**config.mk**
```make
export PLATFORM = sky130hd
export DESIGN_NAME = display_arbiter
export DESIGN_NICKNAME = d
export VERILOG_FILES = /design/src/rtl/display_arbiter.sv
export SDC_FILE = /design/constraint.sdc
export NUM_CORES = 1
export LEC_CHECK = 0
export BUFFER_PORTS_ARGS = -buffer_cell sky130_fd_sc_hd__buf_2
export CORE_MARGIN = 2
export CORE_UTILIZATION = 56
export CTS_CLUSTER_DIAMETER = 120
export DETAILED_ROUTE_END_ITERATION = 10
export PLACE_DENSITY = 0.8
export SYNTH_ARGS = -nofsm -noshare
export SYNTH_HDL_FRONTEND = slang
export SYNTH_SLANG_ARGS = --single-unit
```
**constraint.sdc**
```tcl
create_clock -name clk -period 3.8 [get_ports clk]
set_input_delay 0.76 -clock clk [delete_from_list [all_inputs] [get_ports clk]]
set_output_delay 0.76 -clock clk [all_outputs]
set_load 0.02 [all_outputs]
```
**src/rtl/display_arbiter.sv**
```systemverilog
// Chooses the 3-digit BCD value for the seven-segment multiplexer: timed rotation over
// score/timer/hiscore with a one-shot alert pre-emption. Optional: DISPLAY_ARBITER_ALERT_BLINK_EN.
module display_arbiter #(
  parameter int TICK_DIV    = 50000,
  parameter int DWELL_TICKS = 2000,
  parameter int ALERT_TICKS = 1000,
  parameter int BLINK_TICKS = 250
) (
  input  logic        clk,
  input  logic        rst_n,
  input  logic [11:0] score_bcd,
  input  logic [11:0] timer_bcd,
  input  logic [11:0] hiscore_bcd,
  input  logic [2:0]  rot_en,
  input  logic        alert_req,
  input  logic [11:0] alert_bcd,
  output logic        alert_ack,
  output logic [11:0] disp_bcd,
  output logic [1:0]  disp_src,
  output logic        disp_blank
);

  localparam int PW = (TICK_DIV    > 1) ? $clog2(TICK_DIV)    : 1;
  localparam int DW = (DWELL_TICKS > 1) ? $clog2(DWELL_TICKS) : 1;
  localparam int AW = (ALERT_TICKS > 1) ? $clog2(ALERT_TICKS) : 1;

  localparam logic [PW-1:0] PRESC_MAX = PW'(TICK_DIV - 1);
  localparam logic [DW-1:0] DWELL_MAX = DW'(DWELL_TICKS - 1);
  localparam logic [AW-1:0] ALERT_MAX = AW'(ALERT_TICKS - 1);

  typedef enum logic [1:0] {
    IDLE  = 2'd0,
    SHOW  = 2'd1,
    ALERT = 2'd2
  } state_t;

  state_t        state_q, state_d;
  logic [1:0]    cur_src_q, cur_src_d;
  logic [1:0]    saved_src_q, saved_src_d;
  logic [PW-1:0] presc_q, presc_d;
  logic [DW-1:0] dwell_q, dwell_d;
  logic [AW-1:0] acnt_q, acnt_d;
  logic [11:0]   alert_val_q, alert_val_d;
  logic [11:0]   disp_bcd_q, disp_bcd_d;
  logic [1:0]    disp_src_q, disp_src_d;
  logic          ack_q, ack_d;
  logic          tick;
  logic          accept;
  logic [11:0]   src_raw;

  // Any nibble above 9 is clamped to 9 so the digit decoder only ever sees legal BCD.
  function automatic logic [11:0] sat_bcd(input logic [11:0] v);
    logic [11:0] r;
    r = '0;
    for (int i = 0; i < 3; i++) begin
      r[i*4 +: 4] = (v[i*4 +: 4] > 4'd9) ? 4'd9 : v[i*4 +: 4];
    end
    return r;
  endfunction

  // Next enabled source after cur in 0->1->2->0 order; falls back to cur itself.
  function automatic logic [1:0] next_en(input logic [1:0] cur, input logic [2:0] en);
    logic [1:0] n1, n2;
    n1 = (cur == 2'd2) ? 2'd0 : cur + 2'd1;
    n2 = (n1  == 2'd2) ? 2'd0 : n1  + 2'd1;
    if (en[n1])      return n1;
    else if (en[n2]) return n2;
    else             return cur;
  endfunction

  function automatic logic [1:0] lowest_en(input logic [2:0] en);
    if (en[0])      return 2'd0;
    else if (en[1]) return 2'd1;
    else            return 2'd2;
  endfunction

  assign tick   = (presc_q == PRESC_MAX);
  assign accept = (state_q != ALERT) && alert_req;

  always_comb begin
    presc_d     = tick ? '0 : presc_q + 1'b1;
    state_d     = state_q;
    cur_src_d   = cur_src_q;
    saved_src_d = saved_src_q;
    dwell_d     = dwell_q;
    acnt_d      = acnt_q;
    alert_val_d = alert_val_q;
    ack_d       = 1'b0;

    if (accept) begin
      // Accept beats any same-cycle rotation step; cur_src is kept as the resume point.
      state_d     = ALERT;
      alert_val_d = sat_bcd(alert_bcd);
      ack_d       = 1'b1;
      saved_src_d = cur_src_q;
      acnt_d      = '0;
    end else begin
      case (state_q)
        IDLE: begin
          if (rot_en != 3'b000) begin
            state_d   = SHOW;
            cur_src_d = lowest_en(rot_en);
            dwell_d   = '0;
          end
        end
        SHOW: begin
          if (rot_en == 3'b000) begin
            state_d = IDLE;
          end else if (!rot_en[cur_src_q]) begin
            cur_src_d = next_en(cur_src_q, rot_en);
            dwell_d   = '0;
          end else if (tick) begin
            if (dwell_q == DWELL_MAX) begin
              cur_src_d = next_en(cur_src_q, rot_en);
              dwell_d   = '0;
            end else begin
              dwell_d = dwell_q + 1'b1;
            end
          end
        end
        ALERT: begin
          if (tick) begin
            if (acnt_q == ALERT_MAX) begin
              dwell_d = '0;
              if (rot_en[saved_src_q]) begin
                state_d   = SHOW;
                cur_src_d = saved_src_q;
              end else if (rot_en != 3'b000) begin
                state_d   = SHOW;
                cur_src_d = next_en(saved_src_q, rot_en);
              end else begin
                state_d = IDLE;
              end
            end else begin
              acnt_d = acnt_q + 1'b1;
            end
          end
        end
        default: state_d = IDLE;
      endcase
    end

    case (cur_src_d)
      2'd0:    src_raw = score_bcd;
      2'd1:    src_raw = timer_bcd;
      2'd2:    src_raw = hiscore_bcd;
      default: src_raw = score_bcd;
    endcase

    // Outputs are derived from the next state so they register in step with it.
    disp_bcd_d = 12'h000;
    disp_src_d = 2'd3;
    case (state_d)
      SHOW: begin
        disp_bcd_d = sat_bcd(src_raw);
        disp_src_d = cur_src_d;
      end
      ALERT: begin
        disp_bcd_d = alert_val_d;
        disp_src_d = 2'd3;
      end
      default: begin
        disp_bcd_d = 12'h000;
        disp_src_d = 2'd3;
      end
    endcase
  end

  always_ff @(posedge clk or negedge rst_n) begin
    if (!rst_n) begin
      state_q     <= IDLE;
      cur_src_q   <= 2'd0;
      saved_src_q <= 2'd0;
      presc_q     <= '0;
      dwell_q     <= '0;
      acnt_q      <= '0;
      alert_val_q <= 12'h000;
      disp_bcd_q  <= 12'h000;
      disp_src_q  <= 2'd3;
      ack_q       <= 1'b0;
    end else begin
      state_q     <= state_d;
      cur_src_q   <= cur_src_d;
      saved_src_q <= saved_src_d;
      presc_q     <= presc_d;
      dwell_q     <= dwell_d;
      acnt_q      <= acnt_d;
      alert_val_q <= alert_val_d;
      disp_bcd_q  <= disp_bcd_d;
      disp_src_q  <= disp_src_d;
      ack_q       <= ack_d;
    end
  end

  assign alert_ack = ack_q;
  assign disp_bcd  = disp_bcd_q;
  assign disp_src  = disp_src_q;

`ifdef DISPLAY_ARBITER_ALERT_BLINK_EN
  localparam int BW = (BLINK_TICKS > 1) ? $clog2(BLINK_TICKS) : 1;
  localparam logic [BW-1:0] BLINK_MAX = BW'(BLINK_TICKS - 1);

  logic [BW-1:0] blink_cnt_q, blink_cnt_d;
  logic          blank_q, blank_d;

  // Blink phase lives only while staying in ALERT; entry and exit both force it to 0.
  always_comb begin
    blink_cnt_d = '0;
    blank_d     = 1'b0;
    if ((state_q == ALERT) && (state_d == ALERT)) begin
      blink_cnt_d = blink_cnt_q;
      blank_d     = blank_q;
      if (tick) begin
        if (blink_cnt_q == BLINK_MAX) begin
          blink_cnt_d = '0;
          blank_d     = ~blank_q;
        end else begin
          blink_cnt_d = blink_cnt_q + 1'b1;
        end
      end
    end
  end

  always_ff @(posedge clk or negedge rst_n) begin
    if (!rst_n) begin
      blink_cnt_q <= '0;
      blank_q     <= 1'b0;
    end else begin
      blink_cnt_q <= blink_cnt_d;
      blank_q     <= blank_d;
    end
  end

  assign disp_blank = blank_q;
`else
  // Keeps BLINK_TICKS referenced when the blink logic is not built.
  logic unused_blink;
  assign unused_blink = (BLINK_TICKS > 0);
  assign disp_blank   = 1'b0;
`endif

endmodule

```
-- Yosys cells after proc, flatten, opt, wreduce, memory -nomap -nowiden
Index checks and enable logic that the tools add are counted.
W data, S select, Z words.
- register bits after elaboration: 70
- input port bits: 54
- word-level logic and storage cells: 124
- add/subtract/negate cells: 7
- order comparisons: 12
- equality and inequality tests: 20
- mux-type cells: 65
- bitwise operators: 1
- reductions and logical operators: 9
- operator list (operator ; number):
    $mux W11 ; 7
    $mux W2 ; 26
    $pmux W12 S2 ; 2
    $mux W10 ; 4
    $pmux W11 S3 ; 1
    $gt A4 B4 Y1 const B ; 6
    $mux W4 ; 6
    $lt A2 B3 Y1 const B ; 6
    $add A16 B1 Y16 const B ; 1
    $eq A16 B16 Y1 const B ; 1
    $mux W16 ; 1
    $eq A2 B2 Y1 const B ; 7
    $bmux W1 S2 ; 6
    $mux W12 ; 1
    $ne A2 B2 Y1 const B ; 6
    $pmux W2 S3 ; 2
    $add A11 B1 Y11 const B ; 1
    $eq A11 B11 Y1 const B ; 1
    $add A10 B1 Y10 const B ; 1
    $eq A10 B10 Y1 const B ; 1
    $mux W1 ; 9
    $add A2 B1 Y2 const B ; 4
    $reduce_and A7 Y1 ; 1
    $eq A2 B1 Y1 const B ; 3
    other kinds (8) ; 10

-- Depth between registers and ports, before layout
- word-level depth: 19
- gate-level depth with buffers: 15
- depth with buffers taken out: 12

-- Worst setup path before layout
OpenSTA, ideal clock, no wires.
- path kind: in2reg
- start point: input port rot_en[2]
- end point: register disp_bcd_q[0] (netlist: disp_bcd[0])
- arrival time: 3.200 ns
- data required time: 3.680 ns
- path slack: 0.480 ns
- stages on the path: 13
- path buffers: 3
- path through: buf_6 -> nor3_2 -> or4_4 -> o22ai_2 -> mux2i_1 -> nor3_1 -> ha_1 -> clkbuf_1 -> clkbuf_1 -> o21ai_0 -> o21ai_0 -> a21oi_1 -> a31o_2
- longest elaborated chain between the ends: 15
- ends and longest elaborated chain (what ; RTL line ; source):
    from (decl) ; 14 ; input logic [2:0] rot_en,
    $bmux W1 S2 ; 67 ; else if (en[n2]) return n2;
    $mux W1 (not written as such) ; 67 ;
    $mux W2 ; 67 ;
    $mux W2 ; 66 ; if (en[n1]) return n1;
    $mux W2, on equally long branches ; 128, 113 ;
    $mux W2, on equally long branches ; 125, 112 ;
    $mux W2, on equally long branches ; 123, 109 ;
    $mux W2, on equally long branches ; 122, 107 ;
    $pmux W2 S3 ; 98 ; case (state_q)
    $mux W2 ; 90 ; if (accept) begin
    $eq A2 B2 Y1 or $eq A2 B1 Y1 (tied branches) ; 143 ; case (cur_src_d)
    $pmux W12 S2 ; 143 ;
    $gt A4 B4 Y1 ; 56 ; r[i*4 +: 4] = (v[i*4 +: 4] > 4'd9) ? 4'd9 : v[i*4 +: 4];
    $mux W4 ; 56 ;
    $pmux W12 S2 (*) ; 153 ; case (state_d)
    named net disp_bcd_d[0] ; 44 ; logic [11:0] disp_bcd_q, disp_bcd_d;
    to (signal assigned) ; 189 ; disp_bcd_q <= disp_bcd_d;
    to (decl) ; 44 ;
The timed path passes the listed nets; every way through them passes the cells marked *. The select of a mux whose other input is x is not followed.
A chain may end at the register's enable or synchronous reset.

-- Worst setup path in the final report
- start point: register dwell_q[4]
- end point: register disp_bcd_q[0] (netlist: disp_bcd[0])
- longest elaborated chain between the ends: 12
- ends and longest elaborated chain (what ; RTL line ; source):
    from (decl) ; 41 ; logic [DW-1:0] dwell_q, dwell_d;
    from (signal assigned) ; 186 ; dwell_q <= dwell_d;
    $eq A11 B11 Y1 (*) ; 113 ; if (dwell_q == DWELL_MAX) begin
    $mux W2 (*) ; 113 ;
    $mux W2 (*) ; 112 ; end else if (tick) begin
    $mux W2 (*) ; 109 ; end else if (!rot_en[cur_src_q]) begin
    $mux W2 (*) ; 107 ; if (rot_en == 3'b000) begin
    $pmux W2 S3 (*) ; 98 ;
    $mux W2 (*) ; 90 ;
    named net cur_src_d[1] ; 38 ; logic [1:0] cur_src_q, cur_src_d;
    $eq A2 B2 Y1 or $eq A2 B1 Y1 (tied branches) ; 143 ;
    $pmux W12 S2 (*) ; 143 ;
    $gt A4 B4 Y1 ; 56 ;
    $mux W4 (*) ; 56 ;
    $pmux W12 S2 (*) ; 153 ;
    named net disp_bcd_d[0] ; 44 ;
The timed path passes the listed nets; every way through them passes the cells marked *.

==> results.ini <==
[run_status]
outcome = finished, final reports clean

[finish]
drive_gt1_share_pct = 25.2
finalNetCount = 532
stdcell_count = 556
diodes = 0
area_growth_pct = 17.1
utilization_pct = 66.5

[floorplan]
die_h_um = 86.3
core_area_mm2 = 0.00668
die_x_um = 86.3
die_area_mm2 = 0.00745
initial_utilization_pct = 56.8
fp-row-count = 30
io_pins = 70

[clocking]
worstSkewPairLatency_ns = 0.34
cts_made_buffers = 9
clkSlewWorstSetupHoldPaths_ns = 0.07
htreeDepth = 3
postCtsSetupBuffers = 0
postCtsHoldBufs = 0
cts-root-buf = clkbuf_8
cts_resized = 0
cts.path.max_buffers = 2
cts_sinks = 70
cts_tree = done

[sta]
min_period_ns = 3.48
skew_ns = 0.00878
drv_slew = 0
fmax_mhz = 287
tightest_slew_ns = 0.627
finalHoldViolations = 0
fin_setup_tns_ns = 0
finalSetupViolations = 0
rsz0062_at_grt = no
relSlewSlack_pct = 58.2
post-route-period-util_pct = 91.6

[power_and_ir_drop]
p_sw_mw = 0.566
combPwrFrac_pct = 21.8
ir_drop_uv = 303
p_int_mw = 1.33
p_leak_nw = 2.07
p_sw_share_pct = 29.8
seqPwrFrac_pct = 46.2
powerDensity_mw_per_mm2 = 427
p_clk_share_pct = 32.0

[worst_setup_path]
r2r_cells = 10
crit_type = reg -> reg
timing.rr.end = disp_bcd[0]$_DFF_PN0_
cp.required_ns = 4.03
arrival_ns = 3.71
end_kind = register
r2r_slack_ns = 0.32
critPathLaunchType = register
r2r-start = dwell_q[4]$_DFFE_PN0P_
critPathMaxFanout = 23

[synthesis]
synth_edf_count = 0
synth_ff_type = dfrtp_1
yosys_register_bits = 70
ys_seq_area_share_pct = 46.2
netlist_instances = 399
syn-num-nets = 460
syn_avg_cell_area_um2 = 9.51
syn_area_mm2 = 0.00379
yosysUniqueCellTypes = 63
yosys_warnings = 0
async_flop_share_pct = 100

[placement]
gp_congestion = 0.950
dpl.hpwl_um = 6490
dpl.cell_count = 540
port_buffers = 68

[min_path]
hp-class = in -> async

[route]
drcViolationCount = 0
dr_total_vias = 3315
dr.pass1.iters = 4
ant_nets = 0
finalWirelength_um = 8710
vias_per_cell = 5.96
wl_per_cell_um = 15.7
drtIter0Drc = 271

[global_route]
grt_max_degree = 28
grt_pass1_wl_um = 14500
grt_pass1_vias = 3107
antenna_found_initial = 0
grt_usage_pct = 24.4
grt_overflow = 0

[run]
maxCapViolations = 0

## cell usage in the layout, fill, tap and decap left out, drive strengths merged, types with 8 or more instances in the layout
master   n
a21oi   13
nor2    37
xor2     9
buf     80
nand3   15
a22oi   15
and3     9
inv     10
mux2     9
nand2   38
o21ai   23
clkbuf  12
nor2b    9
xnor2   10
dfrtp   68
nand2b   8
a31oi   18
nor3    13
## flip-flops by register name (all words and copies together) (netlist names)
name,cells
dwell_q,11
cur_src_q,2
disp_src,2
acnt_q,10
saved_src_q,2
presc_q,16
alert_ack,1
alert_val_q,12
disp_bcd,12
state_q,2
## power groups by stage
stage | combinational [mW] | sequential [mW] | clock [mW]
after floorplan | 0.239 | 0.915 | 0
after global placement | 0.397 | 0.887 | 0
after detailed placement | 0.410 | 0.889 | 0
after CTS | 0.412 | 0.877 | 0.617
after global routing | 0.459 | 0.886 | 0.645
final | 0.414 | 0.878 | 0.608
## critical path: stages (launching register included)
cell     delay (ns)
dfrtp_1        0.43
or3b_4         0.43
or4_4          0.52
o22ai_2        0.15
o21ba_2        0.20
nand3_1        0.13
ha_1           0.69
o21ai_0        0.29
o21ai_0        0.21
a21oi_1        0.10
a31o_2         0.22
## how the worst max path moves through the flow
stage                           startpoint                     to  slack [ns]  cells past startpoint
CTS                 dwell_q[4]$_DFFE_PN0P_  disp_bcd[0]$_DFF_PN0_        0.35                     11
detailed placement               rot_en[2]  disp_bcd[0]$_DFF_PN0_        0.18                     12
floorplan                        rot_en[2]  disp_bcd[0]$_DFF_PN0_        0.48                     13
finish              dwell_q[4]$_DFFE_PN0P_  disp_bcd[0]$_DFF_PN0_        0.32                     10
global placement                 rot_en[2]  disp_bcd[0]$_DFF_PN0_        0.28                     11
global route        dwell_q[4]$_DFFE_PN0P_  disp_bcd[0]$_DFF_PN0_        0.10                     10
## metal layers
metal  track usage, %  vias to the layer above  share of wire [%]
met1             34.5                     1613                 45
met5                0                        -                  0
li1                 -                     1597                  -
met2             38.7                       88                 49
met4             8.81                        0                1.7
met3             3.43                       17                4.3
## cells by family (layout without fill, tap and decap cells)
logic type / Yosys count / after routing / synth area share (%)
simple gates: 158 / 158 / 21.9
buf+inv: 30 / 107 / 3.40
fa+ha+maj: 7 / 7 / 2.31
other cells: 1 / 1 / 0.0988
xor+xnor: 19 / 19 / 4.39
compound gates: 101 / 101 / 17.9
flops: 70 / 70 / 46.2
mux: 13 / 13 / 3.73
## cell type report
cell class                      instances  area [µm²]
Timing Repair Buffer                   80         430
Clock buffer                           12         155
Inverter                               11        41.3
Sequential cell                        70        1750
Clock inverter                          4        45.0
Multi-Input combinational cell        299        1920
Tap cell                               80         100
Fill cell                             535        2240
## through the flow
step	hold WS [ns]	total power [mW]	instance area (µm²)	worst slack (ns)
2_1_floorplan	0.443	1.15	3790	0.480
5_1_grt	0.467	1.99	4440	0.101
6_report	0.428	1.90	4440	0.319
4_1_cts	0.436	1.91	4440	0.346
3_5_place_dp	0.469	1.30	4240	0.176
3_3_place_gp	0.465	1.28	4240	0.280
## synthesized netlist by cell type, drive strengths merged (10+ instances only)
cell type | number | area [µm²]
nand3 | 15 | 75.1
clkbuf | 11 | 41.3
a21oi | 13 | 65.1
o21ai | 23 | 115
a31oi | 18 | 113
xnor2 | 10 | 87.6
dfrtp | 68 | 1700
inv | 10 | 37.5
nand2 | 38 | 143
nor2 | 37 | 139
nor3 | 13 | 70.1
a22oi | 15 | 113
No activity file was read; power rests on OpenSTA's default activity.
